`config.mk`:
```
export PLATFORM = sky130hd
export DESIGN_NAME = pit_channel
export DESIGN_NICKNAME = d
export VERILOG_FILES = /design/src/rtl/pit_channel.sv
export SDC_FILE = /design/constraint.sdc
export NUM_CORES = 1
export LEC_CHECK = 0
export BUFFER_PORTS_ARGS = -buffer_cell sky130_fd_sc_hd__buf_2
export CAP_MARGIN = 40
export CORE_MARGIN = 2
export CORE_UTILIZATION = 67
export CTS_CLUSTER_DIAMETER = 100
export DETAILED_ROUTE_END_ITERATION = 7
export HOLD_SLACK_MARGIN = 0.08
export MAX_ROUTING_LAYER = met4
export PLACE_DENSITY_LB_ADDON = 0.25
export SLEW_MARGIN = 20
export SYNTH_ARGS = -nofsm -noshare
export SYNTH_HDL_FRONTEND = slang
export SYNTH_SLANG_ARGS = --single-unit
```
`constraint.sdc`:
```
create_clock -name iClk -period 7.9 [get_ports iClk]
set_input_delay 0.79 -clock iClk [delete_from_list [all_inputs] [get_ports iClk]]
set_output_delay 0.79 -clock iClk [all_outputs]
set_load 0.01 [all_outputs]
```
`src/rtl/pit_channel.sv`:
```
// One 8253-compatible PIT counter channel: bus decode, byte sequencing, latch,
// reload and OUT generation for modes 0, 2 and 3, stepped by the PIT tick enable.
module pit_channel #(
    parameter int unsigned CHANNEL = 0
) (
    input  logic       iClk,
    input  logic       iRstN,
    input  logic       iClkEnPit,
    input  logic       iGate,
    input  logic       iSel,
    input  logic       iWr,
    input  logic       iRd,
    input  logic [7:0] iData,
    output logic [7:0] oData,
    output logic       oOut
);

    localparam int unsigned CW = 17;
    localparam int unsigned RW = 16;

    typedef enum logic [1:0] {
        MODE_0 = 2'd0,
        MODE_2 = 2'd2,
        MODE_3 = 2'd3
    } mode_e;

    logic [CW-1:0] r_count;
    logic [RW-1:0] r_reload;
    mode_e         r_mode;
    logic [1:0]    r_rw;
    logic          r_wr_tog;
    logic          r_rd_tog;
    logic [7:0]    r_lsb;
    logic          r_latched;
    logic [RW-1:0] r_latch;
    logic          r_armed;
    logic          r_load_pend;
    logic          r_out;
    logic [7:0]    r_data;
    logic          r_gate_d;

    logic [CW-1:0] w_count_nxt;
    logic [RW-1:0] w_reload_nxt;
    mode_e         w_mode_nxt;
    logic [1:0]    w_rw_nxt;
    logic          w_wr_tog_nxt;
    logic          w_rd_tog_nxt;
    logic [7:0]    w_lsb_nxt;
    logic          w_latched_nxt;
    logic [RW-1:0] w_latch_nxt;
    logic          w_armed_nxt;
    logic          w_load_pend_nxt;
    logic          w_out_nxt;
    logic [7:0]    w_data_nxt;

    logic [CW-1:0] w_reload_n;
    logic [CW-1:0] w_reload_eff;
    logic [CW-1:0] w_half_hi;
    logic [CW-1:0] w_half_lo;
    logic [CW-1:0] w_dec;
    logic [RW-1:0] w_src;
    logic          w_ctrl;
    logic          w_dwr;
    logic          w_drd;
    logic          w_gate_rise;
    logic          w_wr_done;
    mode_e         w_mode_dec;

    // Reload 0 stands for 65536; modes 2/3 cannot run with a period of 1.
    assign w_reload_n   = (r_reload == '0) ? CW'(17'h10000) : {1'b0, r_reload};
    assign w_reload_eff = ((r_mode != MODE_0) && (w_reload_n == CW'(1))) ? CW'(2) : w_reload_n;
    assign w_half_hi    = (w_reload_eff + CW'(1)) >> 1;
    assign w_half_lo    = w_reload_eff >> 1;
    assign w_dec        = (r_count == '0) ? CW'(17'h0FFFF) : r_count - CW'(1);
    assign w_src        = r_latched ? r_latch : r_count[RW-1:0];
    assign w_ctrl       = iWr && iSel && (iData[7:6] == 2'(CHANNEL));
    assign w_dwr        = iWr && !iSel;
    assign w_drd        = iRd && !iWr && !iSel;
    assign w_gate_rise  = iGate && !r_gate_d;

    always_comb begin
        case (iData[2:1])
            2'b10:   w_mode_dec = MODE_2;
            2'b11:   w_mode_dec = MODE_3;
            default: w_mode_dec = MODE_0;
        endcase
    end

    // Counting first, then gate effects, then bus accesses override.
    always_comb begin
        w_count_nxt     = r_count;
        w_reload_nxt    = r_reload;
        w_mode_nxt      = r_mode;
        w_rw_nxt        = r_rw;
        w_wr_tog_nxt    = r_wr_tog;
        w_rd_tog_nxt    = r_rd_tog;
        w_lsb_nxt       = r_lsb;
        w_latched_nxt   = r_latched;
        w_latch_nxt     = r_latch;
        w_armed_nxt     = r_armed;
        w_load_pend_nxt = r_load_pend;
        w_out_nxt       = r_out;
        w_data_nxt      = r_data;
        w_wr_done       = 1'b0;

        if (iClkEnPit && r_armed) begin
            if (r_load_pend) begin
                w_load_pend_nxt = 1'b0;
                if (r_mode == MODE_3) begin
                    w_count_nxt = w_half_hi;
                    w_out_nxt   = 1'b1;
                end else begin
                    w_count_nxt = w_reload_eff;
                    if (r_mode == MODE_2) w_out_nxt = 1'b1;
                end
            end else if (iGate) begin
                case (r_mode)
                    MODE_0: begin
                        w_count_nxt = w_dec;
                        if (r_count == CW'(1)) w_out_nxt = 1'b1;
                    end
                    MODE_2: begin
                        if (r_count == CW'(1)) begin
                            w_count_nxt = w_reload_eff;
                            w_out_nxt   = 1'b1;
                        end else begin
                            w_count_nxt = w_dec;
                            if (r_count == CW'(2)) w_out_nxt = 1'b0;
                        end
                    end
                    MODE_3: begin
                        if (r_count == CW'(1)) begin
                            w_out_nxt   = !r_out;
                            w_count_nxt = r_out ? w_half_lo : w_half_hi;
                        end else begin
                            w_count_nxt = w_dec;
                        end
                    end
                    default: ;
                endcase
            end
        end

        if (r_mode != MODE_0) begin
            if (!iGate) w_out_nxt = 1'b1;
            if (w_gate_rise && r_armed) w_load_pend_nxt = 1'b1;
        end

        if (w_ctrl) begin
            if (iData[5:4] == 2'b00) begin
                if (!r_latched) begin
                    w_latched_nxt = 1'b1;
                    w_latch_nxt   = r_count[RW-1:0];
                end
            end else begin
                w_rw_nxt        = iData[5:4];
                w_mode_nxt      = w_mode_dec;
                w_wr_tog_nxt    = 1'b0;
                w_rd_tog_nxt    = 1'b0;
                w_latched_nxt   = 1'b0;
                w_armed_nxt     = 1'b0;
                w_load_pend_nxt = 1'b0;
                w_out_nxt       = (w_mode_dec != MODE_0);
            end
        end else if (w_dwr) begin
            case (r_rw)
                2'b01: begin
                    w_reload_nxt = {8'h00, iData};
                    w_wr_done    = 1'b1;
                end
                2'b10: begin
                    w_reload_nxt = {iData, 8'h00};
                    w_wr_done    = 1'b1;
                end
                default: begin
                    if (!r_wr_tog) begin
                        w_lsb_nxt    = iData;
                        w_wr_tog_nxt = 1'b1;
                    end else begin
                        w_reload_nxt = {iData, r_lsb};
                        w_wr_tog_nxt = 1'b0;
                        w_wr_done    = 1'b1;
                    end
                end
            endcase
            if (w_wr_done) begin
                if (r_mode == MODE_0) begin
                    w_out_nxt       = 1'b0;
                    w_load_pend_nxt = 1'b1;
                    w_armed_nxt     = 1'b1;
                end else if (!r_armed) begin
                    w_armed_nxt     = 1'b1;
                    w_load_pend_nxt = 1'b1;
                end
            end
        end

        if (w_drd) begin
            case (r_rw)
                2'b01: begin
                    w_data_nxt    = w_src[7:0];
                    w_latched_nxt = 1'b0;
                end
                2'b10: begin
                    w_data_nxt    = w_src[15:8];
                    w_latched_nxt = 1'b0;
                end
                default: begin
                    if (!r_rd_tog) begin
                        w_data_nxt   = w_src[7:0];
                        w_rd_tog_nxt = 1'b1;
                    end else begin
                        w_data_nxt    = w_src[15:8];
                        w_rd_tog_nxt  = 1'b0;
                        w_latched_nxt = 1'b0;
                    end
                end
            endcase
        end
    end

    always_ff @(posedge iClk or negedge iRstN) begin
        if (!iRstN) begin
            r_count     <= '0;
            r_reload    <= '0;
            r_mode      <= MODE_0;
            r_rw        <= 2'b11;
            r_wr_tog    <= 1'b0;
            r_rd_tog    <= 1'b0;
            r_lsb       <= '0;
            r_latched   <= 1'b0;
            r_latch     <= '0;
            r_armed     <= 1'b0;
            r_load_pend <= 1'b0;
            r_out       <= 1'b1;
            r_data      <= '0;
            r_gate_d    <= 1'b0;
        end else begin
            r_count     <= w_count_nxt;
            r_reload    <= w_reload_nxt;
            r_mode      <= w_mode_nxt;
            r_rw        <= w_rw_nxt;
            r_wr_tog    <= w_wr_tog_nxt;
            r_rd_tog    <= w_rd_tog_nxt;
            r_lsb       <= w_lsb_nxt;
            r_latched   <= w_latched_nxt;
            r_latch     <= w_latch_nxt;
            r_armed     <= w_armed_nxt;
            r_load_pend <= w_load_pend_nxt;
            r_out       <= w_out_nxt;
            r_data      <= w_data_nxt;
            r_gate_d    <= iGate;
        end
    end

    assign oData = r_data;
    assign oOut  = r_out;

endmodule
```
==> metrics, run 1 <==
status finished clean; post-route setup TNS 0 ns; gpl congestion 1.01; number of global-route vias before repair 4553; Critical Path End Type flip-flop; Slew Limit Fails 0; vias per cell 7.19; share of cells above drive strength 1 13.4%; Post-Layout Cell Count 712; Top delay family on crit path compound AO/OA/AOI/OAI gates; Hold WC Path Type primary input to async pin; CP Capture Point r_count[1]$_DFFE_PN0P_; Tot Pwr 0.00206 W; Layout Nets 627; clock slew at reported path FFs 0.09 ns; Yosys cell types 72; placed instance count 695; Inserted Clock Buffers 9; Flop pwr share 42.3%; post-synthesis sequential area ratio 36.3%; worst r2r path cells 11; commonest non-fill, non-tap cell in the layout nand2_1; Final Critical Period 3.20 ns; post-CTS sizing 0; endpoints failing setup 0; Final ANT Viol Nets 0; power share of the combinational group 43.1%; H-tree Lvls 3; Mapped Cells 616; Synth Warn # 0; clock root cell clkbuf_8; reg2reg start r_reload[8]$_DFFE_PN0P_; core area 7650 um2; Mapped Area 5260 um2; Sinks on Clock Net 76; VDD IR-drop max 0.000212 V; slowest stage delay, CP 0.54 ns; Final Hold Viols 0; I/O Buffers 23; Area Overhead vs Synth 5.47%; Syn Area/Cell 8.53 um2; number of synthesized flops with an enable pin 0; Antenna diodes 0; area of the multi-input gates 3060 um2; Initial Util 68.7%; fillers 598; worst skew pair latency 0.36 ns; CP arrival 3.50 ns; I/O pin count 24; CP startpoint kind flip-flop; Required @ worst endpoint 8.19 ns; worst-case clock buffer depth 2; Min Hold Slack 0.357 ns; GR Overflow Total 0; CTS Hold Bufs 0; crit path launch r_reload[8]$_DFFE_PN0P_; Max-Cap Viols 0; most frequent cells in the layout nand2_1 (75), dfrtp_1 (73), nor2_1 (47); die height 92.6 um; Async SR Flop Fraction 100%; Crit path depth 11; Seq cells post-synth 76; die footprint 8570 um2; Crit-path slowest cell dfrtp_1; pre-CTS WS 4.77 ns; sequential cell area 1910 um2; CP Cell Sequence nor4_1 > nand4_1 > o21ba_2 > inv_1 > ha_1 > nand2b_1 > xnor2_1 > a21oi_1 > a221o_1 > a31oi_1 > a221o_1; setup bufs post-CTS 0; Internal 0.00104 W; residual DRC count 0; maximum clock rate 312 MHz; Die W 92.6 um; Leakage 2.20 nW; standard-cell rows 32; Detailed Routing Iterations Pass 1 6; routed wire length 15800 um; r2r setup slk 4.70 ns; Least-Margin Pin Slew 0.902 ns; total track usage 39.5%; syn_nets 638; clock power share 14.7%; initial antenna violation count 0; WP buf/inv 1; worst setup margin 4.70 ns; switch share 49.4%; crit path kind flip-flop to flip-flop; Starting DRT DRC Count 712; largest net degree at the start of global routing 47; Max Clock Skew 0.0164 ns; slew margin rel. 39.5%; RSZ-0062 raised after global routing false; CP max FO 13; Post-DP HPWL 11400 um; most frequent CP cell a221o_1; via count 5119; TritonCTS clock tree yes; ys flop type dfrtp_1; Power per Cell Area 371 nW/um2; Final Cycle Share 40.5%; worst r2r dst r_count[1]$_DFFE_PN0P_; first-pass GRT wire length 25300 um; sw power 0.00102 W; drt wl/cell 22.2 um
==> kinds of logic after synthesis <==
logic type      Yosys count  share of synthesized area, %
compound gates          177                          23.0
xor+xnor                 18                          3.00
fa+ha+maj                 7                          1.67
buf+inv                  68                          5.59
flops                    76                          36.3
mux                      41                          8.21
simple gates            229                          22.3
==> metrics by stage <==
step                      util, %  instance area [um2]
after floorplan                 -                 5260
after global placement       69.3                 5300
after detailed placement     69.8                 5340
after CTS                    72.3                 5530
after global routing         72.5                 5540
final                        72.5                 5540
==> Yosys cell counts, drive strengths merged, types with 16 or more instances <==
master | instances | area (um2)
inv | 16 | 60.1
o21ai | 38 | 190
buf | 17 | 101
mux2i | 24 | 240
clkbuf | 35 | 133
a21oi | 40 | 200
nor2 | 48 | 183
nand3 | 30 | 150
mux2 | 17 | 191
nor3 | 20 | 133
nand2 | 75 | 282
dfrtp | 73 | 1830
==> cell type report <==
cell class              instances  area share, %
repair buffers                 30           3.57
well taps                     102           2.30
inverters                      16           1.08
clock buffers                  11           2.37
multi-input cells             472           55.2
flip-flops and latches         76           34.4
clock inverters                 5           1.08
==> sequential cells by signal, indices dropped and copies added (netlist names) <==
register	count
r_rd_tog	1
r_reload	16
r_latched	1
r_latch	16
oOut	1
r_load_pend	1
r_lsb	8
oData	8
r_armed	1
r_mode	2
r_rw	2
r_wr_tog	1
r_count	17
r_gate_d	1
==> worst register-to-register path: stages (launching register included) <==
cell      delay, ns
dfrtp_1        0.54
nor4_1         0.39
nand4_1        0.23
o21ba_2        0.29
inv_1          0.06
ha_1           0.36
nand2b_1       0.29
xnor2_1        0.25
a21oi_1        0.07
a221o_1        0.37
a31oi_1        0.15
a221o_1        0.16
==> routing by layer <==
metal | vias up | routed length [um] | GRT usage, %
li1 | 2258 | - | -
met1 | 2438 | 6500 | 55.6
met2 | 362 | 6930 | 56.7
met3 | 61 | 1750 | 8.06
met4 | 0 | 601 | 14.9
met5 | - | 0 | -
==> power groups by stage <==
stage,clock network (W),registers (W),logic (W)
after detailed placement,0,0.000867,0.000842
final,0.000302,0.000870,0.000886
after floorplan,0,0.000657,0.000785
after global placement,0,0.000853,0.000822
after global routing,0.000320,0.000892,0.000963
after CTS,0.000305,0.000858,0.000846
==> worst min path at each step <==
stage,depth (start not counted),end,start
global route,1,r_count[2]$_DFFE_PN0P_,iRstN
detailed placement,2,r_rw[1]$_DFFE_PN1P_,r_rw[1]$_DFFE_PN1P_
floorplan,2,r_rw[1]$_DFFE_PN1P_,r_rw[1]$_DFFE_PN1P_
global placement,2,r_rw[1]$_DFFE_PN1P_,r_rw[1]$_DFFE_PN1P_
finish,1,r_count[2]$_DFFE_PN0P_,iRstN
CTS,1,r_count[2]$_DFFE_PN0P_,iRstN
Power figures use the tool's default switching activity.
==> run 2: changes to the inputs <==
--- a/config.mk
+++ b/config.mk
@@ -5,10 +5,11 @@
 export SDC_FILE = /design/constraint.sdc
 export NUM_CORES = 1
 export LEC_CHECK = 0
+export ABC_AREA = 1
 export BUFFER_PORTS_ARGS = -buffer_cell sky130_fd_sc_hd__buf_2
 export CAP_MARGIN = 40
 export CORE_MARGIN = 2
-export CORE_UTILIZATION = 67
+export CORE_UTILIZATION = 57
 export CTS_CLUSTER_DIAMETER = 100
 export DETAILED_ROUTE_END_ITERATION = 7
 export HOLD_SLACK_MARGIN = 0.08
==> constraint.sdc (replaced) <==
create_clock -name iClk -period 2.9 [get_ports iClk]
set_input_delay 0.29 -clock iClk [delete_from_list [all_inputs] [get_ports iClk]]
set_output_delay 0.29 -clock iClk [all_outputs]
set_load 0.01 [all_outputs]
==> run 2 against run 1 <==
Sequential share of layout area is 2.5 points lower. Core utilization shrank 8.4 points. Register-to-register slack got worse by 4.4 ns. Clock power grew to 2.7 times the previous value. Hold slack got worse by 0.17 ns. Via count increased by 12%. Maximum frequency grew 25%. Global-route usage shrank 4.3 points. Final area is 7.9% higher. Clock skew rose by 0.0015 ns. Sequential power grew 140%.
==> metrics, run 2 <==
Inserted Clock Buffers 9 (unchanged); Die W 102 um (+11%); RSZ-0062 raised after global routing false; top-area cell type share of the netlist area 33.1% (-1.7 points); Worst Hold Depth 3; worst skew pair latency 0.36 ns (about the same); Sinks on Clock Net 76 (unchanged); top cells by count, synth nand2_1 (223), inv_1 (104), nand3_1 (77); most frequent cell after synthesis nand2_1; Layout Nets 869 (+39%); setup bufs post-CTS 0 (unchanged); I/O Buffers 23 (unchanged); ys flop type dfrtp_1; die footprint 10500 um2 (+22%); maximum clock rate 391 MHz (+25%); H-tree Lvls 3 (unchanged); drt wl/cell 17.4 um (-22%); status finished clean; most flop-heavy register r_count; Critical Path End Type flip-flop; TritonCTS clock tree yes; routed wire length 17100 um (+8.0%); Final Critical Period 2.56 ns (-0.648 ns); clock root cell clkbuf_8; I/O pin count 24 (unchanged); Max-Cap Viols 0 (unchanged); CTS Hold Bufs 2 (+2); via count 5734 (+12%); Power per Cell Area 965 nW/um2 (+160%); Final Hold Viols 0 (unchanged); clock slew at reported path FFs 0.08 ns (about the same); fillers 870 (+45%); slew margin rel. 53.2% (+14 points); most frequent cells in the layout nand2_1 (223), inv_1 (104), nand3_1 (77); Hold WC Path Type primary input to flip-flop; dpl cell area 5750 um2 (+7.8%); Final Cycle Share 88.1% (+48 points); crit path kind flip-flop to flip-flop; endpoints failing setup 0 (unchanged); Syn Area/Cell 6.67 um2 (-22%); Final Cell Area 5980 um2 (+7.9%); Mapped Cells 828 (+34%); CP startpoint kind flip-flop; post-CTS sizing 0 (unchanged); CP max FO 6 (-7); post-synthesis sequential area ratio 34.5% (-1.7 points); die height 102 um (+11%); max FFs per register 17 (unchanged); gpl congestion 0.969 (-3.8%); number of global-route vias before repair 5162 (+13%); r2r setup slk 0.34 ns (-4.35 ns); GR Overflow Total 0 (unchanged); Initial Util 59.2% (-9.6 points); share of cells above drive strength 1 10.8% (-2.6 points); Seq cells post-synth 76 (unchanged); Area Overhead vs Synth 8.34%; largest net degree at the start of global routing 42 (-11%); Least-Margin Pin Slew 0.698 ns (-0.204 ns); vias per cell 5.85 (-19%); Required @ worst endpoint 3.14 ns (-5.05 ns); residual DRC count 0 (unchanged); Mapped Area 5520 um2 (+5.0%); worst r2r path cells 14 (+3); CP arrival 2.79 ns (-0.71 ns); total track usage 35.2% (-4.3 points); Slew Limit Fails 0 (unchanged); Final ANT Viol Nets 0 (unchanged); worst-case clock buffer depth 2 (unchanged); Leakage 2.95 nW (+34%); number of synthesized flops with an enable pin 0 (unchanged); Yosys cell types 42 (-42%); post-route setup TNS 0 ns (unchanged); Synth Warn # 0 (unchanged); Post-DP HPWL 12900 um (+14%); Starting DRT DRC Count 617 (-13%); core area 9330 um2 (+22%); VDD IR-drop max 0.000624 V (+190%); syn_nets 850 (+33%); Detailed Routing Iterations Pass 1 7 (+1); Synth area leaders dfrtp_1 (33%), nand2_1 (15%), inv_1 (7.1%), nand3_1 (7.0%), o21ai_0 (6.8%); commonest non-fill, non-tap cell in the layout nand2_1; standard-cell rows 35 (+9.4%); Antenna diodes 0 (unchanged); Yosys top cell by area dfrtp_1; Max Clock Skew 0.0179 ns (+0.00153 ns); first-pass GRT wire length 27400 um (+8.3%); initial antenna violation count 0 (unchanged); Async SR Flop Fraction 100% (unchanged); Largest regs r_count x17, r_latch x16, r_reload x16
==> run 2: power breakdown <==
group / leakage, nW / switching [W] / internal (W)
Combinational: 1.93 / 0.00191 / 0.000945
Clock: 0.0927 / 0.000430 / 0.000398
Sequential: 0.918 / 0.000565 / 0.00152
Total: 2.95 / 0.00291 / 0.00286
==> run 2: worst paths after layout <==
| check | from | to |
|---|---|---|
| setup / recovery | r_reload[8]$_DFFE_PN0P_ | r_count[5]$_DFFE_PN0P_ |
| hold / removal | iData[1] | r_reload[9]$_DFFE_PN0P_ |
| setup reg to reg | r_reload[8]$_DFFE_PN0P_ | r_count[5]$_DFFE_PN0P_ |
| hold reg to reg | r_latch[2]$_DFFE_PN0P_ | r_latch[2]$_DFFE_PN0P_ |
| max in group asynchronous | iRstN | oOut$_DFF_PN1_ |
| min in group asynchronous | iRstN | r_count[8]$_DFFE_PN0P_ |
==> run 2: routing by layer <==
layer / vias to the layer above / part of all wire [%] / global-route usage [%]
li1: 2739 / - / -
met1: 2640 / 44 / 50.0
met2: 314 / 43 / 50.1
met3: 41 / 8.9 / 6.16
met4: 0 / 3.7 / 13.7
met5: - / 0 / -
==> run 2: worst max-delay path, stage by stage (launching register included) <==
cell,delay (ns)
dfrtp_1,0.47
nor2_1,0.13
nand2_1,0.07
nor2_1,0.23
nand3_1,0.14
nand2_1,0.16
ha_1,0.22
nand3_1,0.14
nor2_1,0.27
xor2_1,0.21
nor2_1,0.06
o21ai_1,0.15
nand3_1,0.08
nand2_1,0.06
a21boi_1,0.05
==> run 2: metrics by stage <==
stage	hold WS, ns	setup WS [ns]	total power [W]	cells	util (%)
after floorplan	-0.00559	0.788	0.00394	828	-
after global placement	0.426	0.468	0.00478	961	61.5
after detailed placement	0.287	0.405	0.00485	962	61.7
after CTS	0.186	0.400	0.00568	980	63.9
after global routing	0.229	0.0622	0.00623	981	64.1
final	0.189	0.344	0.00577	981	64.1
==> run 2: area by class of cell <==
cell class / count / area (um2) / share of cell area [%]
Clock inverter: 6 / 63.8 / 1.07
Timing Repair Buffer: 36 / 240 / 4.02
Clock buffer: 10 / 128 / 2.13
Tap cell: 129 / 161 / 2.70
Multi-Input combinational cell: 612 / 3060 / 51.2
Inverter: 112 / 420 / 7.03
Sequential cell: 76 / 1910 / 31.9
==> run 2: logic make-up (layout without fill, tap and decap cells) <==
group / count (synthesis) / in the layout / share of synthesized area (%)
flip-flops: 76 / 76 / 34.5
adder cells (fa/ha/maj): 7 / 7 / 1.59
XOR/XNOR: 9 / 9 / 1.43
buffers and inverters: 140 / 164 / 10.0
AO/OA/AOI/OAI: 173 / 173 / 17.8
multiplexers: 1 / 1 / 0.204
AND/OR/NAND/NOR: 422 / 422 / 34.4
